## src/rtl/fifo_pkg.sv

```systemverilog
// Shared definitions for the level-tracking byte queues (uart tx/rx, morse path).
//   level_bits()  : width of an occupancy counter able to hold 0..2**addr_bits
//   fifo_flags_t  : registered status flags carried together through the queue
//   FLAGS_RESET   : flag values after reset or flush (empty, below almost-empty)
package fifo_pkg;

    // One extra bit so a completely full queue (DEPTH) is representable.
    function automatic int unsigned level_bits(input int unsigned addr_bits);
        return addr_bits + 1;
    endfunction

    typedef struct packed {
        logic full;
        logic empty;
        logic afull;
        logic aempty;
        logic overflow;
        logic underflow;
    } fifo_flags_t;

    localparam fifo_flags_t FLAGS_RESET = '{
        full:      1'b0,
        empty:     1'b1,
        afull:     1'b0,
        aempty:    1'b1,
        overflow:  1'b0,
        underflow: 1'b0
    };

endpackage

```

## src/rtl/fifo_mem.sv

```systemverilog
// Storage array for fifo_level: DEPTH x WORD_BITS registers, synchronous write,
// asynchronous (combinational) read, no reset on the contents.
// Ports:
//   clk_i    write clock, rising edge
//   we_i     write enable
//   waddr_i  write address
//   wdata_i  write data
//   raddr_i  read address
//   rdata_o  word at raddr_i (combinational)
module fifo_mem #(
    parameter int unsigned WORD_BITS = 8,
    parameter int unsigned ADDR_BITS = 4
) (
    input  logic                 clk_i,
    input  logic                 we_i,
    input  logic [ADDR_BITS-1:0] waddr_i,
    input  logic [WORD_BITS-1:0] wdata_i,
    input  logic [ADDR_BITS-1:0] raddr_i,
    output logic [WORD_BITS-1:0] rdata_o
);

    localparam int unsigned DEPTH = 1 << ADDR_BITS;

    logic [WORD_BITS-1:0] mem_q [DEPTH];

    // Data path only: contents are meaningless until written, so no reset.
    always_ff @(posedge clk_i) begin
        if (we_i) begin
            mem_q[waddr_i] <= wdata_i;
        end
    end

    assign rdata_o = mem_q[raddr_i];

endmodule

```

## src/rtl/fifo_level.sv

```systemverilog
// Circular-buffer FIFO with occupancy count, programmable almost-full /
// almost-empty flags, sticky overflow/underflow and a synchronous flush.
// Ports:
//   clk_i        clock, rising edge
//   reset_ni     asynchronous active-low reset
//   clear_i      synchronous flush (wins over read/write in the same cycle)
//   write_i      write request, wdata_i pushed when accepted
//   wdata_i      write data
//   read_i       read request, pops the head word
//   rdata_o      head word (show-ahead), valid while empty_o = 0
//   full_o       level_o == DEPTH
//   empty_o      level_o == 0
//   afull_o      level_o >= AFULL_LEVEL
//   aempty_o     level_o <= AEMPTY_LEVEL
//   level_o      occupancy 0..DEPTH
//   overflow_o   sticky: write attempted while full (without a read)
//   underflow_o  sticky: read attempted while empty
module fifo_level
    import fifo_pkg::*;
#(
    parameter int unsigned WORD_BITS    = 8,
    parameter int unsigned ADDR_BITS    = 4,
    parameter int unsigned AFULL_LEVEL  = 12,
    parameter int unsigned AEMPTY_LEVEL = 2
) (
    input  logic                                 clk_i,
    input  logic                                 reset_ni,
    input  logic                                 clear_i,
    input  logic                                 write_i,
    input  logic [WORD_BITS-1:0]                 wdata_i,
    input  logic                                 read_i,
    output logic [WORD_BITS-1:0]                 rdata_o,
    output logic                                 full_o,
    output logic                                 empty_o,
    output logic                                 afull_o,
    output logic                                 aempty_o,
    output logic [level_bits(ADDR_BITS)-1:0]     level_o,
    output logic                                 overflow_o,
    output logic                                 underflow_o
);

    localparam int unsigned DEPTH      = 1 << ADDR_BITS;
    localparam int unsigned LEVEL_BITS = level_bits(ADDR_BITS);

    // Elaboration-time parameter sanity checks.
    if (ADDR_BITS < 1) begin : g_bad_addr_bits
        $error("fifo_level: ADDR_BITS must be at least 1");
    end
    if ((AFULL_LEVEL < 1) || (AFULL_LEVEL > DEPTH)) begin : g_bad_afull
        $error("fifo_level: AFULL_LEVEL must lie in 1..DEPTH");
    end
    if (AEMPTY_LEVEL >= DEPTH) begin : g_bad_aempty
        $error("fifo_level: AEMPTY_LEVEL must be below DEPTH");
    end

    logic [ADDR_BITS-1:0]  wptr_q,  wptr_d;
    logic [ADDR_BITS-1:0]  rptr_q,  rptr_d;
    logic [LEVEL_BITS-1:0] level_q, level_d;
    fifo_flags_t           flags_q, flags_d;

    logic do_wr_c;
    logic do_rd_c;
    logic mem_we_c;

    // A write into a full queue is still accepted when a read frees the head slot.
    assign do_wr_c = write_i & (~flags_q.full | read_i);
    assign do_rd_c = read_i & ~flags_q.empty;

    // Next-state pointers, level and flags; flags follow the next level so they
    // change on the same edge as the pointers.
    always_comb begin
        wptr_d   = wptr_q;
        rptr_d   = rptr_q;
        level_d  = level_q;
        flags_d  = flags_q;
        mem_we_c = 1'b0;

        if (clear_i) begin
            wptr_d  = '0;
            rptr_d  = '0;
            level_d = '0;
            flags_d = FLAGS_RESET;
        end else begin
            if (do_wr_c) begin
                mem_we_c = 1'b1;
                wptr_d   = wptr_q + ADDR_BITS'(1);
            end
            if (do_rd_c) begin
                rptr_d = rptr_q + ADDR_BITS'(1);
            end

            level_d = level_q + LEVEL_BITS'(do_wr_c) - LEVEL_BITS'(do_rd_c);

            flags_d.full      = (level_d == LEVEL_BITS'(DEPTH));
            flags_d.empty     = (level_d == '0);
            flags_d.afull     = (level_d >= LEVEL_BITS'(AFULL_LEVEL));
            flags_d.aempty    = (level_d <= LEVEL_BITS'(AEMPTY_LEVEL));
            flags_d.overflow  = flags_q.overflow  | (write_i & flags_q.full & ~read_i);
            flags_d.underflow = flags_q.underflow | (read_i & flags_q.empty);
        end
    end

    // State register.
    always_ff @(posedge clk_i or negedge reset_ni) begin
        if (!reset_ni) begin
            wptr_q  <= '0;
            rptr_q  <= '0;
            level_q <= '0;
            flags_q <= FLAGS_RESET;
        end else begin
            wptr_q  <= wptr_d;
            rptr_q  <= rptr_d;
            level_q <= level_d;
            flags_q <= flags_d;
        end
    end

    fifo_mem #(
        .WORD_BITS (WORD_BITS),
        .ADDR_BITS (ADDR_BITS)
    ) u_mem (
        .clk_i   (clk_i),
        .we_i    (mem_we_c),
        .waddr_i (wptr_q),
        .wdata_i (wdata_i),
        .raddr_i (rptr_q),
        .rdata_o (rdata_o)
    );

    assign level_o     = level_q;
    assign full_o      = flags_q.full;
    assign empty_o     = flags_q.empty;
    assign afull_o     = flags_q.afull;
    assign aempty_o    = flags_q.aempty;
    assign overflow_o  = flags_q.overflow;
    assign underflow_o = flags_q.underflow;

endmodule

```

## config.mk

```make
export PLATFORM = sky130hd
export DESIGN_NAME = fifo_level
export DESIGN_NICKNAME = d
export VERILOG_FILES = /design/src/rtl/fifo_pkg.sv /design/src/rtl/fifo_mem.sv /design/src/rtl/fifo_level.sv
export SDC_FILE = /design/constraint.sdc
export NUM_CORES = 1
export LEC_CHECK = 0
export ABC_AREA = 1
export CAP_MARGIN = 20
export CORE_ASPECT_RATIO = 0.8
export CORE_UTILIZATION = 25
export CTS_BUF_LIST = sky130_fd_sc_hd__clkbuf_2
export CTS_CLUSTER_SIZE = 30
export DETAILED_ROUTE_END_ITERATION = 8
export PLACE_DENSITY = 0.46
export SLEW_MARGIN = 5
export SYNTH_ARGS = -nofsm -noshare
export SYNTH_HDL_FRONTEND = slang
export SYNTH_SLANG_ARGS = --single-unit
```

## constraint.sdc

```tcl
create_clock -name clk_i -period 2.7 [get_ports clk_i]
set_input_delay 0.54 -clock clk_i [delete_from_list [all_inputs] [get_ports clk_i]]
set_output_delay 0.54 -clock clk_i [all_outputs]
set_load 0.03 [all_outputs]
```

==> results.py <==
metrics = {
    "outcome": {
        "status": "finished with violations",
        "violations_in_the_final_reports": "setup timing",
    },
    "drt": {
        "wl_mm": 16.63,
        "vias_per_cell": 4.077,
        "drt_drc": 0,
        "drt-pass1-iter-count": 5,
        "drt_first_iter_violations": 245,
        "drt-wirelength-per-cell_um": 15.12,
        "final_antenna_net_count": 0,
        "detailroute.via_count": 4485,
    },
    "sta": {
        "worst_slew_pin_slew_ns": 0.7071,
        "final.min_clock_period_ns": 2.708,
        "final.setup.worst_slack_ns": -0.007993,
        "setup-violations-final": 2,
        "timing.max_slew.rel_slack": 0.5271,
        "post-route-period-util": 1.003,
        "report.final.slew_viol_count": 0,
        "skew_ns": 0.05091,
        "hold_violation_total_from_the_final_report": 0,
        "grt_setup_unrepaired": "yes",
        "fmax_ghz": 0.3693,
    },
    "power": {
        "p_seq_frac": 0.476,
        "share_comb_of_total_power": 0.278,
        "pwr_dens_nw_per_um2": 663.9,
        "total_switching_power_mw": 1.895,
        "cell_internal_pwr_mw": 3.606,
        "max-vdd-ir-drop_v": 0.0002646,
        "power_leakage_nw": 3.484,
        "clock_power_share": 0.245,
        "swShare": 0.3444,
    },
    "clocking": {
        "depth_of_the_cts_h_tree": 4,
        "cts-hold-fix-buffers": 0,
        "tritoncts": "built",
        "cts.path.max_buffers": 2,
        "cts-root-buf": "clkbuf_2",
        "path_clk_slew_ns": 0.25,
        "tritoncts.num_buffers": 17,
        "total_clock_sinks": 147,
        "clk-insertion-delay-late_ns": 0.75,
    },
    "critical_path": {
        "critical_path_class": "reg -> out",
        "cell_count_along_the_critical_path": 9,
        "crit-reg2reg-capture": "aempty_o$_DFF_PN1_",
        "worst_path_most_repeated_cell": "nand2_1",
        "timing.critical_path.fanout_max": 26,
        "worst_setup_path_start_kind": "flip-flop",
        "critical_path.slowest_cell": "dfrtp_2",
        "crit_buf_inv": 3,
        "worst-r2r-setup-slack_ns": 0.43,
        "timing.critical_path.to": "rdata_o[0]",
        "critPathArrivalTime_ns": 2.17,
        "worstSetupStartpoint": "rptr_q[0]$_DFFE_PN0P_",
        "cp-end-kind": "output pin",
        "critical_path_cell_by_cell": "buf_4 > buf_12 > nand2_1 > nand2_1 > nand2_1 > nand3_1 > nand3_2 > nand2_2 > buf_6",
        "worst_r2r_path_depth": 10,
        "r2r_start": "empty_o$_DFF_PN1_",
        "cp.required_ns": 2.16,
        "crit_path_max_incr_delay_ns": 0.48,
        "cpLargestDelayFamily": "simple AND/OR/NAND/NOR gates",
    },
    "grt": {
        "gr-usage-all-layers": 0.1291,
        "grt_start_max_net_pins": 34,
        "grt_first_pass_wirelength_mm": 25.76,
        "overflow": 0,
        "grt_antenna_before_repair": 1,
        "number_of_global_route_vias_before_repair": 4323,
    },
    "final_layout": {
        "area_delta_synth_final_pct": 25.77,
        "fillCellCount": 2608,
        "final_cell_mix": "nand2_1, edfxtp_1, inv_1, nand3_1, nand3_2",
        "drive_above_1_share": 0.2112,
        "layout_commonest_cell": "nand2_1",
        "final_cell_area_um2": 8285,
        "finish.net_count": 759,
    },
    "placement": {
        "place.port_buffers": 31,
        "pre_cts_slack_ns": -0.1301,
        "hpwlAfterDp_mm": 10.43,
        "placed_cell_area_um2": 7488,
        "place.gp.congestion": 0.8227,
    },
    "logic_synthesis": {
        "synth.yosys.seq_area_share": 0.6560,
        "synth_fa_ha_area_frac": 0.02203,
        "synth-main-ff-cell": "edfxtp_1",
        "synthDistinctLibCells": 24,
        "ys_seq_elements": 147,
        "synthXorXnorAreaFrac": 0,
        "simple_gate_area_share_of_the_yosys_netlist": 0.2289,
        "yosysWarningCount": 0,
        "synth_top_family_by_area": "simple AND/OR/NAND/NOR gates",
        "synth_compound_area_frac": 0.01481,
        "share_of_synthesized_flip_flops_with_an_asynchronous_set_or_reset": 0.1293,
        "syn-instance-count": 660,
        "synth_area_per_cell_um2": 9.981,
        "post_synthesis_net_count": 684,
        "number_of_synthesized_flops_with_an_enable_pin": 128,
        "post_synth_mux_area_share": 0,
        "mappedNetlistArea_um2": 6588,
    },
    "floorplanning": {
        "die-area_um2": 27010,
        "num_io_pins": 32,
        "die_width_um": 183.5,
        "core_region_area_um2": 25570,
        "core.rowCount": 52,
        "die_height_um": 147.2,
        "initial_utilization": 0.2576,
    },
    "run": {
        "maxCapViolations": 0,
    },
    "hold_path": {
        "timing.hold.worst.class": "in -> async",
    },
}
## layer usage
metal / vias up / share of wire / wire length, um / track usage
li1: 2306 / - / - / -
met1: 2092 / 0.50 / 8358 / 0.1824
met2: 67 / 0.46 / 7601 / 0.1996
met3: 20 / 0.029 / 480 / 0.02504
met4: 0 / 0.012 / 192 / 0.03792
met5: - / 0 / 0 / 0
## sequential cells by signal (all words and copies together), names as in the netlist
register     flops
u_mem.mem_q    128
level_o          5
rptr_q           4
wptr_q           4
aempty_o         1
afull_o          1
empty_o          1
full_o           1
overflow_o       1
underflow_o      1
## kinds of logic after synthesis
group / count (synthesis)
simple gates: 364
flops: 147
fa+ha+maj: 11
compound gates: 17
buf+inv: 121
## timing repair
item,CTS,global route
gates resized for setup,42,42
pin swaps,12,24
endpoints found under the hold margin,0,0
endpoints found under the setup margin,8,8
cloned,4,1
setup buffers,5,1
## stage by stage
stage	power, mW	util	instances	hold WS [ns]	TNS (ns)
2_1_floorplan	3.546	-	660	0.2444	0
3_3_place_gp	4.010	0.2929	1056	0.4970	-0.2758
3_5_place_dp	4.005	0.2929	1056	0.4884	-0.5471
4_1_cts	5.497	0.3156	1097	0.07843	-0.2913
5_1_grt	5.789	0.3240	1100	0.04832	-1.312
6_report	5.500	0.3240	1100	0.1041	-0.01029
## synth_stat cells (all sizes together), types with 4 or more instances
cell type  instances  area (um2)
nor2              21       81.33
nand2            233       874.6
ha                10       125.1
o21ai              6       30.03
inv               94       352.8
clkbuf             4       15.01
buf               23       147.6
dfrtp             17       425.4
nor3              14       70.07
a21oi              7       35.03
nand3             95       475.5
edfxtp           128        3844
## worst reg2reg max path: stages (launching register included)
cell and delay, ns:
dfstp_2 0.62, nor2_2 0.05, ha_1 0.29, inv_1 0.06
ha_1 0.17, inv_1 0.06, fa_1 0.53, nor2_1 0.06
a21oi_1 0.13, nand3_1 0.11, o21bai_1 0.15
## power groups by stage
stage	Clock (mW)	Combinational (mW)	Sequential, mW
finish	1.35	1.53	2.62
global route	1.48	1.68	2.63
CTS	1.39	1.48	2.62
detailed placement	0	1.34	2.67
global placement	0	1.34	2.67
floorplan	0	0.792	2.75
## how the worst min path moves through the flow
stage	start	end	slack, ns	depth (start not counted)
CTS	reset_ni	level_o[0]$_DFF_PN0_	0.08	1
global route	reset_ni	level_o[0]$_DFF_PN0_	0.05	1
global placement	underflow_o$_DFF_PN0_	underflow_o$_DFF_PN0_	0.50	2
finish	reset_ni	level_o[0]$_DFF_PN0_	0.10	1
floorplan	reset_ni	afull_o$_DFF_PN0_	0.24	0
detailed placement	underflow_o$_DFF_PN0_	underflow_o$_DFF_PN0_	0.49	2
## cell type report
| class | count | area (um2) | share of cell area |
|---|---|---|---|
| clock inverter | 15 | 167.7 | 0.02024 |
| multi-input combinational | 392 | 2013 | 0.2430 |
| tap | 351 | 439.2 | 0.05301 |
| clock buffer | 17 | 85.08 | 0.01027 |
| antenna | 1 | 2.502 | 0.0003020 |
| sequential | 147 | 4323 | 0.5217 |
| timing repair buffer | 83 | 894.6 | 0.1080 |
| inverter | 94 | 360.3 | 0.04349 |
Power figures use the tool's default switching activity.
==> RTL edit 1 (same settings) <==
`WORD_BITS` is set to 8 in 2 places; all go to 12.
--- a/src/rtl/fifo_mem.sv
+++ b/src/rtl/fifo_mem.sv
@@ -8,7 +8,7 @@
 //   raddr_i  read address
 //   rdata_o  word at raddr_i (combinational)
 module fifo_mem #(
-    parameter int unsigned WORD_BITS = 8,
+    parameter int unsigned WORD_BITS = 12,
     parameter int unsigned ADDR_BITS = 4
 ) (
     input  logic                 clk_i,
--- a/src/rtl/fifo_level.sv
+++ b/src/rtl/fifo_level.sv
@@ -18,7 +18,7 @@
 module fifo_level
     import fifo_pkg::*;
 #(
-    parameter int unsigned WORD_BITS    = 8,
+    parameter int unsigned WORD_BITS    = 12,
     parameter int unsigned ADDR_BITS    = 4,
     parameter int unsigned AFULL_LEVEL  = 12,
     parameter int unsigned AEMPTY_LEVEL = 2
Ports: changed (resized rdata_o and wdata_i); port bits go from 32 to 40. No check against the original RTL was run, so the function may have changed too.
==> RTL edit 1 against the unedited design <==
- the flow still finishes with violations (negative setup slack)
- total power is 46% higher
- critical path type unchanged
- synthesized area is 42% higher
- wire length is 62% higher
- largest power group unchanged
- clock power is 66% higher
- worst setup slack worse by 0.20 ns
- utilization is 0.22 points higher
- sequential cell count is 64 higher
- cell area is 46% higher
==> RTL edit 1: results (changes against the unedited design) <==
skew final 0.0517 ns (was 0.0509 ns); register area share after synthesis 66.6% (was 65.6%); CTS clk-pin slew, worst paths 0.11 ns (was 0.25 ns); Clock Tree Buf Depth 3 (was 2); relative slew slack 50.9% (was 52.7%); initial antenna violation count 2 (was 1); R2R setup slack 0.49 ns (was 0.43 ns); DR iter-0 viols 449 (was 245); Post-layout nets 1090 (was 759); failing checks negative setup slack (unchanged); Lkg Pwr 5.24 nW (was 3.48 nW); CP Max Fanout 12 (was 26); layout cells sized above 1 24.4% (was 21.1%); worst-skew pair later-pin latency 0.83 ns (was 0.75 ns); Reg-to-Reg Start empty_o (unchanged); GR Util All Layers 14.1% (was 12.9%); largest net degree at the start of global routing 32 (was 34); status complete, but fails checks (unchanged); asr flop ratio synth 9.00% (was 12.9%); H-tree lvl count 2 (was 4); Synth top cells by count nand2_1 (287), edfxtp_1 (192), inv_1 (175) (was nand2_1 (233), edfxtp_1 (128), nand3_1 (95)); vias per cell 4.22 (was 4.08); hpwl dp 15.2 mm (was 10.4 mm); reg2reg end aempty_o (unchanged); clock root cell clkbuf_2 (unchanged); Worst R2R Path Depth 15 (was 10); drt pass-1 iters 5 (unchanged); Tightest Hold Check Type primary input to async pin (unchanged); leading registers by flop count u_mem.mem_q: 192 flops, level_o: 5 flops (was u_mem.mem_q: 128 flops, level_o: 5 flops); distinct cell type count after synthesis 24 (unchanged); first-pass GRT wire length 40.2 mm (was 25.8 mm); top post-synthesis cells by area edfxtp_1 (62%), nand2_1 (11%), nand3_1 (8.1%) (was edfxtp_1 (58%), nand2_1 (13%), nand3_1 (7.2%)); yosys warns 0 (unchanged); vias in the first global route 6751 (was 4323); GP Congestion 0.770 (was 0.823); Final WS setup -0.206 ns (was -0.00799 ns); Int Power 0.00542 W (was 0.00361 W); Num CTS Buffers 57 (was 17); wire length per cell 17.0 um (was 15.1 um); number of synthesized flops with an enable pin 192 (was 128); Most used DFF post-synth edfxtp_1 (unchanged); maximum vdd drop 236 uV (was 265 uV); CP arrival 2.37 ns (was 2.17 ns); synthesized net count 958 (was 684); PortBufs 39 (was 31); final setup fails 12 (was 2)
==> RTL edit 1: cell count changes in the layout (fill, tap and decap cells not counted), moves of 45 or more <==
cell      before  now
nand2_1      214  265
nand3_1       55  100
clkbuf_2      17   86
inv_1         91  175
edfxtp_1     128  192
==> RTL edit 1: per-stage QoR <==
stage	hold slack (ns)	setup TNS, ns	setup slack (ns)	std cells	area [um2]
finish	0.166	-2.15	-0.206	1589	12100
global route	0.158	-3.97	-0.346	1589	12100
CTS	0.0961	-3.57	-0.310	1580	11800
detailed placement	0.499	-0.205	-0.0852	1470	10700
global placement	0.493	-0.178	-0.0785	1470	10700
floorplan	0.244	0	0.369	930	9370
==> RTL edit 1: layer usage <==
metal | vias up | global-route usage, % | part of all wire (%)
met4 | 2 | 4.40 | 2.1
met5 | - | 0 | 0.048
li1 | 3293 | - | -
met1 | 3202 | 19.0 | 47
met3 | 49 | 3.03 | 5.2
met2 | 161 | 22.5 | 46
==> RTL edit 1: cell type report <==
type | count | area, um2
multi-input combinational | 500 | 2630
clock inverter | 12 | 76.3
clock buffer | 86 | 430
antenna | 1 | 2.50
inverter | 178 | 681
tap | 487 | 609
fill | 3755 | 24900
timing repair buffer | 114 | 1390
sequential | 211 | 6250
==> RTL edit 1: critical path, stage by stage, from the launching register on <==
cell and delay, ns:
dfrtp_4 0.59, buf_8 0.18, clkbuf_16 0.18, nand2_2 0.07
nand3_1 0.08, nand3_1 0.11, nand3_2 0.13, nand2_4 0.11
buf_12 0.12
==> RTL edit 1: what timing repair did <==
action,CTS,global route
hold buffers,0,0
setup endpoints to repair,12,13
setup buffers,5,6
cloned,7,4
pin swaps,28,17
gates resized for setup,68,43
==> RTL edit 1: worst max path at each step <==
stage	to	slack (ns)	start
after CTS	rdata_o[6]	-0.31	rptr_q[0]
after detailed placement	afull_o	-0.09	read_i
final	rdata_o[0]	-0.21	rptr_q[0]
after global placement	aempty_o	-0.08	read_i
after floorplan	u_mem.mem_q[10][0]	0.37	read_i
after global routing	rdata_o[0]	-0.35	rptr_q[0]
==> RTL edit 1: power by group through the flow <==
stage	Combinational [W]	Sequential (W)	Clock (W)
3_3_place_gp	0.00172	0.00380	0
3_5_place_dp	0.00172	0.00380	0
6_report	0.00208	0.00373	0.00224
2_1_floorplan	0.000962	0.00389	0
5_1_grt	0.00228	0.00375	0.00249
4_1_cts	0.00199	0.00373	0.00234
==> RTL edit 1: cell families (layout without fill, tap and decap cells) <==
kind of cell / after synthesis / after routing / synth area share (%)
buffers and inverters: 219 / 390 / 9.74
other: 0 / 1 / 0
adder cells (fa/ha/maj): 11 / 11 / 1.55
AO/OA/AOI/OAI: 14 / 14 / 0.788
flip-flops: 211 / 211 / 66.6
AND/OR/NAND/NOR: 475 / 475 / 21.3
==> RTL edit 2 (same settings) <==
Without the edit above. Put a register stage on the outputs `overflow_o` and `underflow_o`, cleared by the reset. The values now appear one clock later. The other outputs are not delayed to match.
--- a/src/rtl/fifo_level.sv
+++ b/src/rtl/fifo_level.sv
@@ -132,8 +132,15 @@
     assign empty_o     = flags_q.empty;
     assign afull_o     = flags_q.afull;
     assign aempty_o    = flags_q.aempty;
-    assign overflow_o  = flags_q.overflow;
-    assign underflow_o = flags_q.underflow;
+    always_ff @(posedge clk_i or negedge reset_ni) begin
+        if (!reset_ni) begin
+            overflow_o  <= '0;
+            underflow_o <= '0;
+        end else begin
+            overflow_o  <= flags_q.overflow;
+            underflow_o <= flags_q.underflow;
+        end
+    end
 
 endmodule
 
Check against the original RTL: not equivalent (Yosys sat finds a counterexample within 4 cycles, from zero or initial values and one cycle with reset_ni low).
==> RTL edit 2 against the unedited design <==
- wire length is 8.0% higher
- first-iteration DRC count increased by 19%
- sequential share of layout area is 0.76 points lower
- the flow still finishes with violations (negative setup slack)
- critical path depth stayed put
- synthesized area rose by 1.7%
- total power down 0.44%
- worst setup slack got worse by 0.019 ns
- sequential cell count is 2 higher
- count of clock-buffer cells in the layout increased by 1
- utilization shrank 0.095 points
- cell area increased by 2.7%
- highest routed layer unchanged
==> RTL edit 2: results (changes against the unedited design) <==
hpwl dp 10.7 mm (was 10.4 mm); Worst path slowest cell dfrtp_2 (unchanged); drt pass-1 iters 5 (unchanged); Synth Area in Compound Gates 0.878% (was 1.48%); Post-layout nets 782 (was 759); post-synthesis adder-cell area fraction 2.17% (was 2.20%); failing checks negative setup slack (unchanged); number of synthesized flops with an enable pin 128 (unchanged); CTS clk-pin slew, worst paths 0.24 ns; register area share after synthesis 65.3% (was 65.6%); vias in the first global route 4523 (was 4323); fillcell total 2731 (was 2608); skew final 0.0371 ns (was 0.0509 ns); GR Util All Layers 13.6% (was 12.9%); CP top delay family flip-flops (was simple AND/OR/NAND/NOR gates); asr flop ratio synth 14.1% (was 12.9%); largest net degree at the start of global routing 34 (unchanged); Lkg Pwr 3.68 nW (was 3.48 nW); total wire length 18.0 mm (was 16.6 mm); CP arrival 2.19 ns (was 2.17 ns); CP max stage delay 0.56 ns (was 0.48 ns); Setup WS pre-CTS -0.0429 ns (was -0.130 ns); layout cells sized above 1 23.0% (was 21.1%); Ant. Diodes 0 (was 1); Slew @ Worst Pin 0.700 ns (was 0.707 ns); top post-synthesis cells by area edfxtp_1 (57%), nand2_1 (12%), nand3_1 (7.8%) (was edfxtp_1 (58%), nand2_1 (13%), nand3_1 (7.2%)); first-pass GRT wire length 27.1 mm (was 25.8 mm); Final WS setup -0.0271 ns (was -0.00799 ns); maximum vdd drop 228 uV (was 265 uV); final setup TNS -0.117 ns (was -0.0103 ns); synthesized net count 701 (was 684); clock root cell clkbuf_2 (unchanged); Clock Tree Buf Depth 2 (unchanged); PortBufs 31 (unchanged); initial antenna violation count 0 (was 1); Post-Synth XOR/XNOR Area 0% (unchanged); mux cell area share after synthesis 0% (unchanged); vias per cell 4.10 (was 4.08); CP Max Fanout 8 (was 26); DR iter-0 viols 291 (was 245); Worst R2R Path Depth 14 (was 10); GP Congestion 0.781 (was 0.823); status complete, but fails checks (unchanged); Synth top cells by count nand2_1 (206), edfxtp_1 (128), inv_1 (125) (was nand2_1 (233), edfxtp_1 (128), nand3_1 (95)); final setup fails 8 (was 2)
## RTL edit 2: path summary, 6_finish.rpt
check                      startpoint    endpoint  slack (ns)
setup / recovery            rptr_q[0]  rdata_o[4]       -0.03
hold / removal               reset_ni  level_o[0]        0.12
setup reg to reg              empty_o    aempty_o        0.49
hold reg to reg            flags_q[1]  overflow_o        0.44
max in group asynchronous    reset_ni    aempty_o        2.31
min in group clk_i             read_i  flags_q[0]        0.43
## RTL edit 2: where the power goes
part | switching, W | internal, W | total, W
Combinational | 0.000984 | 0.000648 | 0.00163
Sequential | 0.0000564 | 0.00260 | 0.00265
Clock | 0.000918 | 0.000274 | 0.00119
Total | 0.00196 | 0.00352 | 0.00548
## RTL edit 2: cell families after synthesis
family,Yosys count
compound gates,11
fa+ha+maj,11
buf+inv,158
simple gates,348
flops,149
## RTL edit 2: final cells by class
class / count / area, um2 / area share (%)
sequential: 149 / 4370 / 51.4
timing repair buffer: 89 / 1000 / 11.8
tap: 357 / 447 / 5.25
clock buffer: 18 / 90.1 / 1.06
inverter: 131 / 499 / 5.87
clock inverter: 14 / 124 / 1.46
multi-input combinational: 370 / 1970 / 23.1
## RTL edit 2: layer usage
layer | share of wire [%] | wire length [um] | up-vias | GRT usage [%]
met2 | 44 | 7910 | 71 | 20.2
met1 | 52 | 9270 | 2204 | 20.2
met3 | 3.2 | 570 | 16 | 2.45
met4 | 1.1 | 197 | 0 | 3.97
li1 | - | - | 2330 | -
met5 | 0 | 0 | - | 0
## RTL edit 2: worst register-to-register path, cell delays in order (launching register included)
cell and delay, ns:
dfstp_2 0.61, nor2_1 0.07, ha_1 0.27, inv_1 0.04, ha_1 0.20, fa_1 0.41
inv_1 0.07, nand2_1 0.05, nand2_1 0.05, inv_1 0.05, nand2_1 0.10, nand2_1 0.07
inv_1 0.05, nand2_1 0.04, nor2_1 0.10
## RTL edit 2: what timing repair did
| item | in CTS | in global routing |
|---|---|---|
| pin swaps | 11 | 24 |
| setup endpoints to repair | 8 | 8 |
| cloned | 3 | 5 |
| buffers inserted | 6 | 4 |
| resized for setup | 73 | 63 |
## RTL edit 2: through the flow
step                instance area [um2]  instances
detailed placement                 7640       1079
global placement                   7640       1079
finish                             8510       1128
floorplan                          6700        677
CTS                                8130       1120
global route                       8510       1128
